$ cat config.mk
export PLATFORM = sky130hd
export DESIGN_NAME = fp_add_pipe_flat
export DESIGN_NICKNAME = d
export VERILOG_FILES = /design/src/rtl/fp_pkg.sv /design/src/rtl/fp_add_pipe_if.sv /design/src/rtl/fp_lzc.sv /design/src/rtl/fp_add_pipe.sv /design/src/flat_wrapper.sv
export SDC_FILE = /design/constraint.sdc
export NUM_CORES = 1
export LEC_CHECK = 0
export ABC_CLOCK_PERIOD_IN_PS = 7600
export CAP_MARGIN = 10
export CORE_UTILIZATION = 40
export DETAILED_ROUTE_END_ITERATION = 10
export GPL_TIMING_DRIVEN = 0
export PLACE_DENSITY_LB_ADDON = 0.05
export SLEW_MARGIN = 20
export SYNTH_ARGS = -nofsm -noshare
export SYNTH_HDL_FRONTEND = slang
export SYNTH_SLANG_ARGS = --single-unit
$ cat constraint.sdc
create_clock -name clk -period 7.6 [get_ports clk]
set_input_delay 1.14 -clock clk [delete_from_list [all_inputs] [get_ports clk]]
set_output_delay 1.14 -clock clk [all_outputs]
set_load 0.03 [all_outputs]
$ cat src/rtl/fp_pkg.sv
// rtl/fp_pkg.sv - shared floating-point types, constants and classifiers
package fp_pkg;

    localparam int EXP_W = 8;
    localparam int MAN_W = 23;

    typedef struct packed {
        logic             sign;
        logic [EXP_W-1:0] exp;
        logic [MAN_W-1:0] frac;
    } fp_t;

    typedef enum logic {
        RM_RNE = 1'b0,
        RM_RTZ = 1'b1
    } rmode_e;

    typedef struct packed {
        logic invalid;
        logic overflow;
        logic inexact;
    } fp_flags_t;

    localparam fp_t QNAN = '{sign: 1'b0, exp: '1, frac: {1'b1, {(MAN_W-1){1'b0}}}};

    function automatic logic is_nan(input fp_t x);
        return (&x.exp) && (|x.frac);
    endfunction

    function automatic logic is_inf(input fp_t x);
        return (&x.exp) && !(|x.frac);
    endfunction

    // Subnormals count as zero because the adder flushes them on input.
    function automatic logic is_zero(input fp_t x);
        return (x.exp == '0);
    endfunction

endpackage

$ cat src/rtl/fp_add_pipe_if.sv
// rtl/fp_add_pipe_if.sv - operand/result handshake bundle for the pipelined adder
interface fp_add_pipe_if #(
    parameter int EXP_W = 8,
    parameter int MAN_W = 23
);
    localparam int W = 1 + EXP_W + MAN_W;

    logic         in_valid;
    logic         in_ready;
    logic [W-1:0] a;
    logic [W-1:0] b;
    logic         sub;
    logic         rmode;
    logic         out_valid;
    logic         out_ready;
    logic [W-1:0] res;
    logic [2:0]   flags;

    // Issuer side: drives operands and accepts results.
    modport master (
        output in_valid, a, b, sub, rmode, out_ready,
        input  in_ready, out_valid, res, flags
    );

    // Adder side.
    modport slave (
        input  in_valid, a, b, sub, rmode, out_ready,
        output in_ready, out_valid, res, flags
    );
endinterface

$ cat src/rtl/fp_lzc.sv
// rtl/fp_lzc.sv - combinational leading-zero counter, all-zero input yields WIDTH
module fp_lzc #(
    parameter int WIDTH = 27,
    parameter int CW    = $clog2(WIDTH + 1)
) (
    input  logic [WIDTH-1:0] in,
    output logic [CW-1:0]    count
);

    // Scan upward so the highest set bit wins the priority.
    always_comb begin
        count = CW'(WIDTH);
        for (int i = 0; i < WIDTH; i++) begin
            if (in[i]) begin
                count = CW'(WIDTH - 1 - i);
            end
        end
    end

endmodule

$ cat src/rtl/fp_add_pipe.sv
// rtl/fp_add_pipe.sv - 3-stage IEEE-754 adder/subtractor with valid/ready backpressure
module fp_add_pipe #(
    parameter int EXP_W = 8,
    parameter int MAN_W = 23
) (
    input  logic          clk,
    input  logic          rst,
    fp_add_pipe_if.slave  io
);
    import fp_pkg::*;

    localparam int W   = 1 + EXP_W + MAN_W;
    localparam int SW  = MAN_W + 4;            // hidden + frac + guard/round/sticky
    localparam int LZW = $clog2(SW + 1);

    localparam logic [W-1:0] QNAN_W = {1'b0, {EXP_W{1'b1}}, 1'b1, {(MAN_W-1){1'b0}}};

    typedef struct packed {
        logic              valid;
        logic              sign;
        logic              eff_sub;
        logic [EXP_W-1:0]  exp;
        logic [SW-1:0]     sig_l;
        logic [SW-1:0]     sig_s;
        rmode_e            rm;
        logic              spec;
        logic [W-1:0]      spec_res;
        fp_flags_t         spec_flags;
    } s1_t;

    typedef struct packed {
        logic              valid;
        logic              sign;
        logic [EXP_W:0]    exp;
        logic [SW-1:0]     norm;
        rmode_e            rm;
        logic              spec;
        logic [W-1:0]      spec_res;
        fp_flags_t         spec_flags;
    } s2_t;

    s1_t s1_d, s1_q;
    s2_t s2_d, s2_q;

    logic         out_valid_q;
    logic [W-1:0] res_q;
    fp_flags_t    flags_q;

    logic stall;
    assign stall       = out_valid_q & ~io.out_ready;
    assign io.in_ready = ~stall;
    assign io.out_valid = out_valid_q;
    assign io.res       = res_q;
    assign io.flags     = flags_q;

    // ---------------- S1: unpack, classify, order and align ----------------
    logic             sa, sb, sl, ss;
    logic [EXP_W-1:0] ea, eb, el, es, d;
    logic [MAN_W-1:0] fa, fb, fl, fs;
    logic             a_nan, b_nan, a_inf, b_inf, a_zero, b_zero, a_big, lost;
    logic [SW-1:0]    sig_s, sig_sh;

    // Build the aligned operand pair and any bypass result for the incoming op.
    always_comb begin
        sa     = io.a[W-1];
        ea     = io.a[W-2:MAN_W];
        fa     = (ea == '0) ? '0 : io.a[MAN_W-1:0];
        sb     = io.b[W-1] ^ io.sub;
        eb     = io.b[W-2:MAN_W];
        fb     = (eb == '0) ? '0 : io.b[MAN_W-1:0];
        a_nan  = (&ea) && (|fa);
        b_nan  = (&eb) && (|fb);
        a_inf  = (&ea) && !(|fa);
        b_inf  = (&eb) && !(|fb);
        a_zero = (ea == '0);
        b_zero = (eb == '0);
        a_big  = ({ea, fa} >= {eb, fb});
        sl     = a_big ? sa : sb;
        el     = a_big ? ea : eb;
        fl     = a_big ? fa : fb;
        ss     = a_big ? sb : sa;
        es     = a_big ? eb : ea;
        fs     = a_big ? fb : fa;
        d      = el - es;
        sig_s  = {1'b1, fs, 3'b000};
        lost   = 1'b0;
        sig_sh = '0;
        if (int'(d) >= SW - 1) begin
            sig_sh = {{(SW-1){1'b0}}, 1'b1};
        end else begin
            sig_sh    = sig_s >> d;
            lost      = |(sig_s & ~({SW{1'b1}} << d));
            sig_sh[0] = sig_sh[0] | lost;
        end

        s1_d         = '0;
        s1_d.valid   = io.in_valid;
        s1_d.sign    = sl;
        s1_d.eff_sub = sl ^ ss;
        s1_d.exp     = el;
        s1_d.sig_l   = {1'b1, fl, 3'b000};
        s1_d.sig_s   = sig_sh;
        s1_d.rm      = rmode_e'(io.rmode);

        if (a_nan || b_nan) begin
            s1_d.spec     = 1'b1;
            s1_d.spec_res = QNAN_W;
        end else if (a_inf && b_inf) begin
            s1_d.spec = 1'b1;
            if (sa != sb) begin
                s1_d.spec_res           = QNAN_W;
                s1_d.spec_flags.invalid = 1'b1;
            end else begin
                s1_d.spec_res = {sa, {EXP_W{1'b1}}, {MAN_W{1'b0}}};
            end
        end else if (a_inf) begin
            s1_d.spec     = 1'b1;
            s1_d.spec_res = {sa, {EXP_W{1'b1}}, {MAN_W{1'b0}}};
        end else if (b_inf) begin
            s1_d.spec     = 1'b1;
            s1_d.spec_res = {sb, {EXP_W{1'b1}}, {MAN_W{1'b0}}};
        end else if (a_zero && b_zero) begin
            s1_d.spec     = 1'b1;
            s1_d.spec_res = {sa & sb, {(W-1){1'b0}}};
        end else if (b_zero) begin
            s1_d.spec     = 1'b1;
            s1_d.spec_res = {sa, ea, fa};
        end else if (a_zero) begin
            s1_d.spec     = 1'b1;
            s1_d.spec_res = {sb, eb, fb};
        end
    end

    // S1 register advances whenever the output is not blocked.
    always_ff @(posedge clk or posedge rst) begin
        if (rst) begin
            s1_q <= '0;
        end else if (!stall) begin
            s1_q <= s1_d;
        end
    end

    // ---------------- S2: add/subtract and normalise ----------------
    logic [SW:0]          sum;
    logic [LZW-1:0]       lz;
    logic signed [EXP_W+1:0] e_norm;

    fp_lzc #(.WIDTH(SW), .CW(LZW)) u_lzc (
        .in    (sum[SW-1:0]),
        .count (lz)
    );

    // Magnitude operation; the large operand is never smaller than the small one.
    always_comb begin
        sum    = s1_q.eff_sub ? ({1'b0, s1_q.sig_l} - {1'b0, s1_q.sig_s})
                              : ({1'b0, s1_q.sig_l} + {1'b0, s1_q.sig_s});
        e_norm = $signed({2'b00, s1_q.exp}) - $signed({{(EXP_W+2-LZW){1'b0}}, lz});

        s2_d            = '0;
        s2_d.valid      = s1_q.valid;
        s2_d.sign       = s1_q.sign;
        s2_d.rm         = s1_q.rm;
        s2_d.spec       = s1_q.spec;
        s2_d.spec_res   = s1_q.spec_res;
        s2_d.spec_flags = s1_q.spec_flags;

        if (!s1_q.spec) begin
            if (sum[SW]) begin
                s2_d.norm    = sum[SW:1];
                s2_d.norm[0] = sum[1] | sum[0];
                s2_d.exp     = {1'b0, s1_q.exp} + 1'b1;
            end else if (sum == '0) begin
                s2_d.spec     = 1'b1;
                s2_d.spec_res = '0;
            end else if (e_norm <= 0) begin
                s2_d.spec               = 1'b1;
                s2_d.spec_res           = {s1_q.sign, {(W-1){1'b0}}};
                s2_d.spec_flags.inexact = 1'b1;
            end else begin
                s2_d.norm = sum[SW-1:0] << lz;
                s2_d.exp  = e_norm[EXP_W:0];
            end
        end
    end

    // S2 register advances whenever the output is not blocked.
    always_ff @(posedge clk or posedge rst) begin
        if (rst) begin
            s2_q <= '0;
        end else if (!stall) begin
            s2_q <= s2_d;
        end
    end

    // ---------------- S3: round and pack ----------------
    logic             g_bit, r_bit, st_bit, lsb, inc;
    logic [MAN_W+1:0] rounded;
    logic [EXP_W:0]   exp_r;
    logic [MAN_W-1:0] frac_r;
    logic [W-1:0]     res_d;
    fp_flags_t        flags_d;

    // Apply the rounding mode, renormalise on carry and saturate on overflow.
    always_comb begin
        lsb     = s2_q.norm[3];
        g_bit   = s2_q.norm[2];
        r_bit   = s2_q.norm[1];
        st_bit  = s2_q.norm[0];
        inc     = (s2_q.rm == RM_RNE) && g_bit && (r_bit || st_bit || lsb);
        rounded = {1'b0, s2_q.norm[SW-1:3]} + {{(MAN_W+1){1'b0}}, inc};
        exp_r   = s2_q.exp + {{EXP_W{1'b0}}, rounded[MAN_W+1]};
        frac_r  = rounded[MAN_W+1] ? rounded[MAN_W:1] : rounded[MAN_W-1:0];
        flags_d = '0;
        flags_d.inexact = g_bit | r_bit | st_bit;
        res_d   = {s2_q.sign, exp_r[EXP_W-1:0], frac_r};

        if (s2_q.spec) begin
            res_d   = s2_q.spec_res;
            flags_d = s2_q.spec_flags;
        end else if (exp_r >= {1'b0, {EXP_W{1'b1}}}) begin
            flags_d.overflow = 1'b1;
            flags_d.inexact  = 1'b1;
            if (s2_q.rm == RM_RNE) begin
                res_d = {s2_q.sign, {EXP_W{1'b1}}, {MAN_W{1'b0}}};
            end else begin
                res_d = {s2_q.sign, {(EXP_W-1){1'b1}}, 1'b0, {MAN_W{1'b1}}};
            end
        end
    end

    // Output register holds result and flags steady while the consumer stalls.
    always_ff @(posedge clk or posedge rst) begin
        if (rst) begin
            out_valid_q <= 1'b0;
            res_q       <= '0;
            flags_q     <= '0;
        end else if (!stall) begin
            out_valid_q <= s2_q.valid;
            if (s2_q.valid) begin
                res_q   <= res_d;
                flags_q <= flags_d;
            end
        end
    end

endmodule

$ cat src/flat_wrapper.sv
// flat-port wrapper written by rule: the top's interface ports become plain ports
module fp_add_pipe_flat import fp_pkg::*;
#(
    parameter int EXP_W = 8,
    parameter int MAN_W = 23
)
  (clk, rst, io_in_valid, io_a, io_b, io_sub, io_rmode, io_out_ready, io_in_ready, io_out_valid, io_res, io_flags);
  fp_add_pipe_if #(.EXP_W(EXP_W), .MAN_W(MAN_W)) io_i ();
  input  logic clk;
  input  logic rst;
  input wire logic [$bits(io_i.in_valid)-1:0] io_in_valid;
  input wire logic [$bits(io_i.a)-1:0] io_a;
  input wire logic [$bits(io_i.b)-1:0] io_b;
  input wire logic [$bits(io_i.sub)-1:0] io_sub;
  input wire logic [$bits(io_i.rmode)-1:0] io_rmode;
  input wire logic [$bits(io_i.out_ready)-1:0] io_out_ready;
  output wire logic [$bits(io_i.in_ready)-1:0] io_in_ready;
  output wire logic [$bits(io_i.out_valid)-1:0] io_out_valid;
  output wire logic [$bits(io_i.res)-1:0] io_res;
  output wire logic [$bits(io_i.flags)-1:0] io_flags;
  assign io_i.in_valid = io_in_valid;
  assign io_i.a = io_a;
  assign io_i.b = io_b;
  assign io_i.sub = io_sub;
  assign io_i.rmode = io_rmode;
  assign io_i.out_ready = io_out_ready;
  assign io_in_ready = io_i.in_ready;
  assign io_out_valid = io_i.out_valid;
  assign io_res = io_i.res;
  assign io_flags = io_i.flags;
  fp_add_pipe #(.EXP_W(EXP_W), .MAN_W(MAN_W)) u_core (.clk(clk), .rst(rst), .io(io_i));
endmodule
* Word level (Yosys, flattened, before mapping)
Index checks and enable logic that the tools add are counted.
Storage, ports and cells: memories 0, latch bits 0, bits of input ports 70, memory bits (read-only) 0, logic and storage cells 141, flip-flop bits (word level) 207, bits in writable memories 0
Operators by class: order comparisons 4, add/subtract/negate cells 7, multiply operators 0, eq/ne operators 1, reduce and logical (&&, ||, !) cells 22, bitwise gates (word level) 13, muxes and demuxes 67, div/mod/pow operators 0, shifts and indexed selects 3
Operators with widths (count):
- $mux 33 | 11
- $mux 36 | 4
- $mux 5 | 26
- $mux 23 | 5
- $mux 32 | 2
- $reduce_or 23->1 | 2
- $ge 31x31->1 | 1
- $mux 31 | 1
- $add 27x27->28 | 1
- $logic_not 28->1 | 1
- $mux 28 | 1
- $sub 27x27->28 | 1
- $and 27x27->27 | 1
- $mux 27 | 1
- $not 27->27 | 1
- $reduce_or 27->1 | 1
- $shl 27x5->27 | 1
- $shl 27x8->27 const A | 1
- $shr 27x8->27 | 1
- $add 24x1->25 | 1
- $mux 24 | 1
- $logic_not 8->1 | 2
- $mux 8 | 2
- $reduce_and 8->1 | 2
- 18 further kinds | 46

* Longest topological paths before layout
depth after elaboration 35, gate-level depth with buffers 31, gate-level depth less buffers 30

* By module
From an unflattened synthesis, not the netlist that was laid out.
Unflattened totals: cells, all modules 2264, area total of the unflattened synthesis 17603.1 µm²
Modules (own cells, without submodules):
- fp_add_pipe | instances 1, cells an instance 2213, area an instance 17325.4 µm², sequential area each 5180.0 µm²
- fp_lzc | instances 1, cells an instance 51, area an instance 277.8 µm², sequential area each 0.0 µm²

* Least setup slack after synthesis
OpenSTA, ideal clock, no wires.
path type register -> register, start point reg u_core.s1_q[42] (netlist name), end point reg u_core.s2_q[69] (netlist name), cell stages (with the launch flop) 29, slack 1.239 ns, period minus slack after synthesis 6.361 ns, arrival 6.240 ns, cell sequence dfrtp_1 -> inv_1 -> ha_1 -> buf_2 -> and2_1 -> a221o_2 -> o211ai_1 -> a211o_1 -> nand4_1 -> a21o_1 -> a2111oi_0 -> o311a_1 -> o21ai_2 -> buf_4 -> buf_4 -> buf_2 -> fa_1 -> a21o_1 -> a21oi_1 -> xnor2_1 -> nand4b_1 -> nor2b_1 -> nand2_1 -> a211o_1 -> a21oi_1 -> a41oi_1 -> o21ai_0 -> o21ai_1 -> a22o_1
On the way: cells in the longest elaborated chain, start to end 30, elaborated cells on any way between the ends 32, classes of those cells add/sub (3); order compare (1); mux (27); reduce/logical (1)
RTL lines:
- start: declaration | RTL line fp_add_pipe.sv:42 | s1_t s1_d, s1_q;
- start signal: assignment | RTL line fp_add_pipe.sv:137 | s1_q <= '0;
- start signal: assignment | RTL line fp_add_pipe.sv:139 | s1_q <= s1_d;
- $add 27x27->28 or $sub 27x27->28 (tied branches) | RTL line fp_add_pipe.sv:156, fp_add_pipe.sv:155
- $mux 28 * | RTL line fp_add_pipe.sv:155 | sum = s1_q.eff_sub ? ({1'b0, s1_q.sig_l} - {1'b0, s1_q.sig_s})
- $mux 5 (22 in a row) | RTL line fp_lzc.sv:14 | if (in[i]) begin
- $sub 8x5->9 | RTL line fp_add_pipe.sv:157 | e_norm = $signed({2'b00, s1_q.exp}) - $signed({{(EXP_W+2-LZW){1'b0}}, lz});
- $le 9x1->1 | RTL line fp_add_pipe.sv:175 | end else if (e_norm <= 0) begin
- $mux 36 | RTL line fp_add_pipe.sv:175
- $mux 36 | RTL line fp_add_pipe.sv:172 | end else if (sum == '0) begin
- $mux 36 * | RTL line fp_add_pipe.sv:168 | if (sum[SW]) begin
- $mux 36 * | RTL line fp_add_pipe.sv:167 | if (!s1_q.spec) begin
- end signal: assignment | RTL line fp_add_pipe.sv:189 | s2_q <= '0;
- end signal: assignment | RTL line fp_add_pipe.sv:191 | s2_q <= s2_d;
- end: declaration | RTL line fp_add_pipe.sv:43 | s2_t s2_d, s2_q;
Mark *: on every way between the ends. The rest lies on a longest branch, timed or not. A chain may end at the register's enable or synchronous reset.

* Worst setup path in the final report
start point reg u_core.s1_q[99] (netlist name), end point reg u_core.s2_q[69] (netlist name)
On the way: cells in the longest elaborated chain, start to end 34, elaborated cells on any way between the ends 35, classes of those cells add/sub (1); order compare (1); mux (32); reduce/logical (1)
RTL lines (RTL line):
- $mux 28 * | fp_add_pipe.sv:155
- $mux 1 | fp_lzc.sv:14
- $mux 5 (26 in a row) | fp_lzc.sv:14
- $sub 8x5->9 | fp_add_pipe.sv:157
- $le 9x1->1 | fp_add_pipe.sv:175
- $mux 36 | fp_add_pipe.sv:175
- $mux 36 | fp_add_pipe.sv:172
- $mux 36 * | fp_add_pipe.sv:168
- $mux 36 * | fp_add_pipe.sv:167
Marks and branches as above.

==> reports/metrics.yaml <==
floorplanning:
  initial_core_util_pct: 40.6
  rows: 78
  fp.coreArea_um2: 45500
  num_io_pins: 107
  dieArea_um2: 47000
  fp.dieH_um: 217
  die_w_um: 217
routing:
  num_vias: 19300
  vias_per_cell: 6.14
  drt_iter0_drc: 1850
  route.detailed.drc: 0
  dr.pass1.iters: 5
  drtAntennaViolNets: 0
  routed_wl_um: 78800
  wl_per_cell_um: 25.1
clocking:
  cts_buffer_depth: 3
  cts_buffers: 25
  cts_tree: "yes"
  clk_latency_ps: 560
  clkTransAtPathRegs_ps: 60
  h-tree-depth: 1
  clock_sinks: 207
  clockRootBuffer: "clkbuf_16"
  postCtsHoldBufs: 0
placed_design:
  gp_congestion: 0.976
  pre_cts_slack_ps: -1420
  numPortBuffers: 106
  place_area_um2: 20300
  dpl.hpwl_um: 63200
sta:
  hold_viol_final: 0
  max_slew_margin_pct: 31.0
  final-setup-viol-count: 0
  rsz0062_at_grt: "false"
  period_minus_slack_ps: 7370
  skew_ps: 15.0
  tightest_slew_ps: 1030
  drv_slew: 0
  fin_crit_sh_pct: 97.0
  finalWorstSetupSlack_ps: 229
  fmax_mhz: 136
  fin_tns_setup_ps: 0
cells_and_area:
  drive_gt1_share_pct: 9.35
  final_cell_mix: "nand2_1, nor2_1, dfrtp_1"
  final_common_cell: "nand2_1"
  syn2layout_area_growth_pct: 16.4
  fin_nets: 2691
  fin_area_um2: 21500
  n_antenna_cell: 0
yosys:
  synthArstFlopShare_pct: 100
  synthCells: 2384
  synth_nets: 2547
  ys.flop_type: "dfrtp_1"
  yosysWarningCount: 0
  yosysUniqueCellTypes: 108
  ys_seq_elements: 207
  synth-edff-count: 0
  synth_seq_area_share_pct: 28.1
  synth_area_per_cell_um2: 7.74
  netlist_area_um2: 18500
grt:
  grt_pass1_wl_um: 118000
  top_usage_layer: "met2"
  grt_use_met1_pct: 46.1
  gr-usage-all-layers_pct: 33.0
  grt_util_met3_pct: 4.56
  grt_pass1_vias: 18500
  grt_use_met2_pct: 52.7
  grt_max_degree: 88
  antenna_found_initial: 0
  gr-total-overflow: 0
min_path:
  min_path_type: "reg -> reg"
setup_path:
  path_class: "reg -> reg"
  endpoint_kind: "flop"
  cp_max_fo: 10
  cp.required_ps: 8050
  critPathArrivalTime_ps: 7820
  worstSetupStartpointType: "flop"
flow_run:
  cap_violations: 0
status:
  status: "completed"
power:
  power-per-cell-area_nw_per_um2: 363
  power.leakage_nw: 9.19
  ir_worst_vdd_mv: 0.220
critical path, cell delays in order (launching register included):
cell and delay, ps:
dfrtp_1 500, clkbuf_1 530, buf_2 420, buf_2 370
o21ai_0 170, xnor2_1 820, o221ai_1 260, o2bb2ai_1 220
o221ai_2 240, a41oi_4 260, inv_2 220, ha_1 170
inv_1 60, fa_1 390, a21o_1 190, a21oi_1 210
xnor2_1 180, nand4b_1 140, nor2b_1 210, nand2_1 80
a211o_1 340, a21oi_4 260, a41oi_2 160, nand2_2 250
nand2_1 130, a22oi_1 200, nand2_1 80, a22o_1 190
area by class of cell:
class | count | area, µm²
clock buffers | 36 | 747
well taps | 600 | 751
repair buffers | 120 | 1220
inverters | 111 | 430
clock inverters | 9 | 97.6
flip-flops and latches | 207 | 5180
plain buffers | 138 | 633
fillers | 4659 | 24000
multi-input cells | 1925 | 12400
flip-flops by register name, indices dropped and copies added (netlist names):
name,flops
u_core.r_bit,1
u_core.g_bit,1
u_core.io.flags,3
u_core.io.res,32
u_core.lsb,1
u_core.io.out_valid,1
u_core.s1_q,97
u_core.s2_q,71
repair_timing:
action	CTS	global route
pin swaps	0	6
gates resized for setup	16	43
setup buffers	1	11
endpoints found under the setup margin	93	91
Yosys cell counts (25+ instances only):
| cell type | count | area share [%] |
|---|---|---|
| o22ai_1 | 34 | 1.2 |
| nand4_1 | 28 | 0.95 |
| nand3_1 | 62 | 1.7 |
| o211ai_1 | 32 | 1.3 |
| a21oi_1 | 146 | 4.0 |
| a21oi_2 | 33 | 1.6 |
| o21ai_0 | 201 | 5.5 |
| nand2_1 | 397 | 8.1 |
| a31oi_1 | 25 | 0.85 |
| inv_1 | 106 | 2.2 |
| clkbuf_1 | 94 | 1.9 |
| xnor2_1 | 43 | 2.0 |
| nor3_1 | 39 | 1.1 |
| nor2_1 | 208 | 4.2 |
| ha_1 | 91 | 6.2 |
| a22o_1 | 36 | 1.7 |
| mux2i_1 | 81 | 4.4 |
| dfrtp_1 | 207 | 28 |
| buf_2 | 26 | 0.71 |
layer usage:
layer / vias up / routed length [µm]
met1: 9449 / 35000
met5: - / 0
li1: 8943 / -
met3: 120 / 5410
met2: 814 / 36000
met4: 0 / 2400
stage by stage:
stage | hold WS [ps] | total power, W | util (%) | cells
after floorplan | 438 | 0.00475 | - | 2384
after global placement | 451 | 0.00635 | 44.6 | 3090
after detailed placement | 455 | 0.00638 | 44.7 | 3092
after CTS | 469 | 0.00766 | 46.8 | 3137
after global routing | 488 | 0.00822 | 47.2 | 3146
final | 470 | 0.00779 | 47.2 | 3146
kinds of logic after synthesis:
logic type / Yosys count / share of synthesized area (%)
xor gates and xnor gates: 68 / 3.27
muxes: 110 / 6.87
and+or+nand+nor: 903 / 22.2
adders and majority gates: 94 / 6.44
buffers and inverters: 252 / 5.69
AOI/OAI and AO/OA: 750 / 27.5
DFF: 207 / 28.1
worst paths after layout:
path	cells past startpoint	slack [ps]	end	startpoint
min in group asynchronous	2	950	u_core.io.res[21]	rst
worst min-delay path	2	470	u_core.s1_q[101]	u_core.s1_q[101]
worst max-delay path	27	230	u_core.s2_q[69]	u_core.s1_q[99]
worst min register to register	2	470	u_core.s1_q[101]	u_core.s1_q[101]
worst max register to register	27	230	u_core.s2_q[69]	u_core.s1_q[99]
max in group asynchronous	4	5450	u_core.s1_q[48]	rst
power by group:
part | internal, W | switching [W]
registers | 0.00138 | 0.000270
logic | 0.00172 | 0.00318
clock network | 0.000722 | 0.000514
Power figures use the tool's default switching activity.
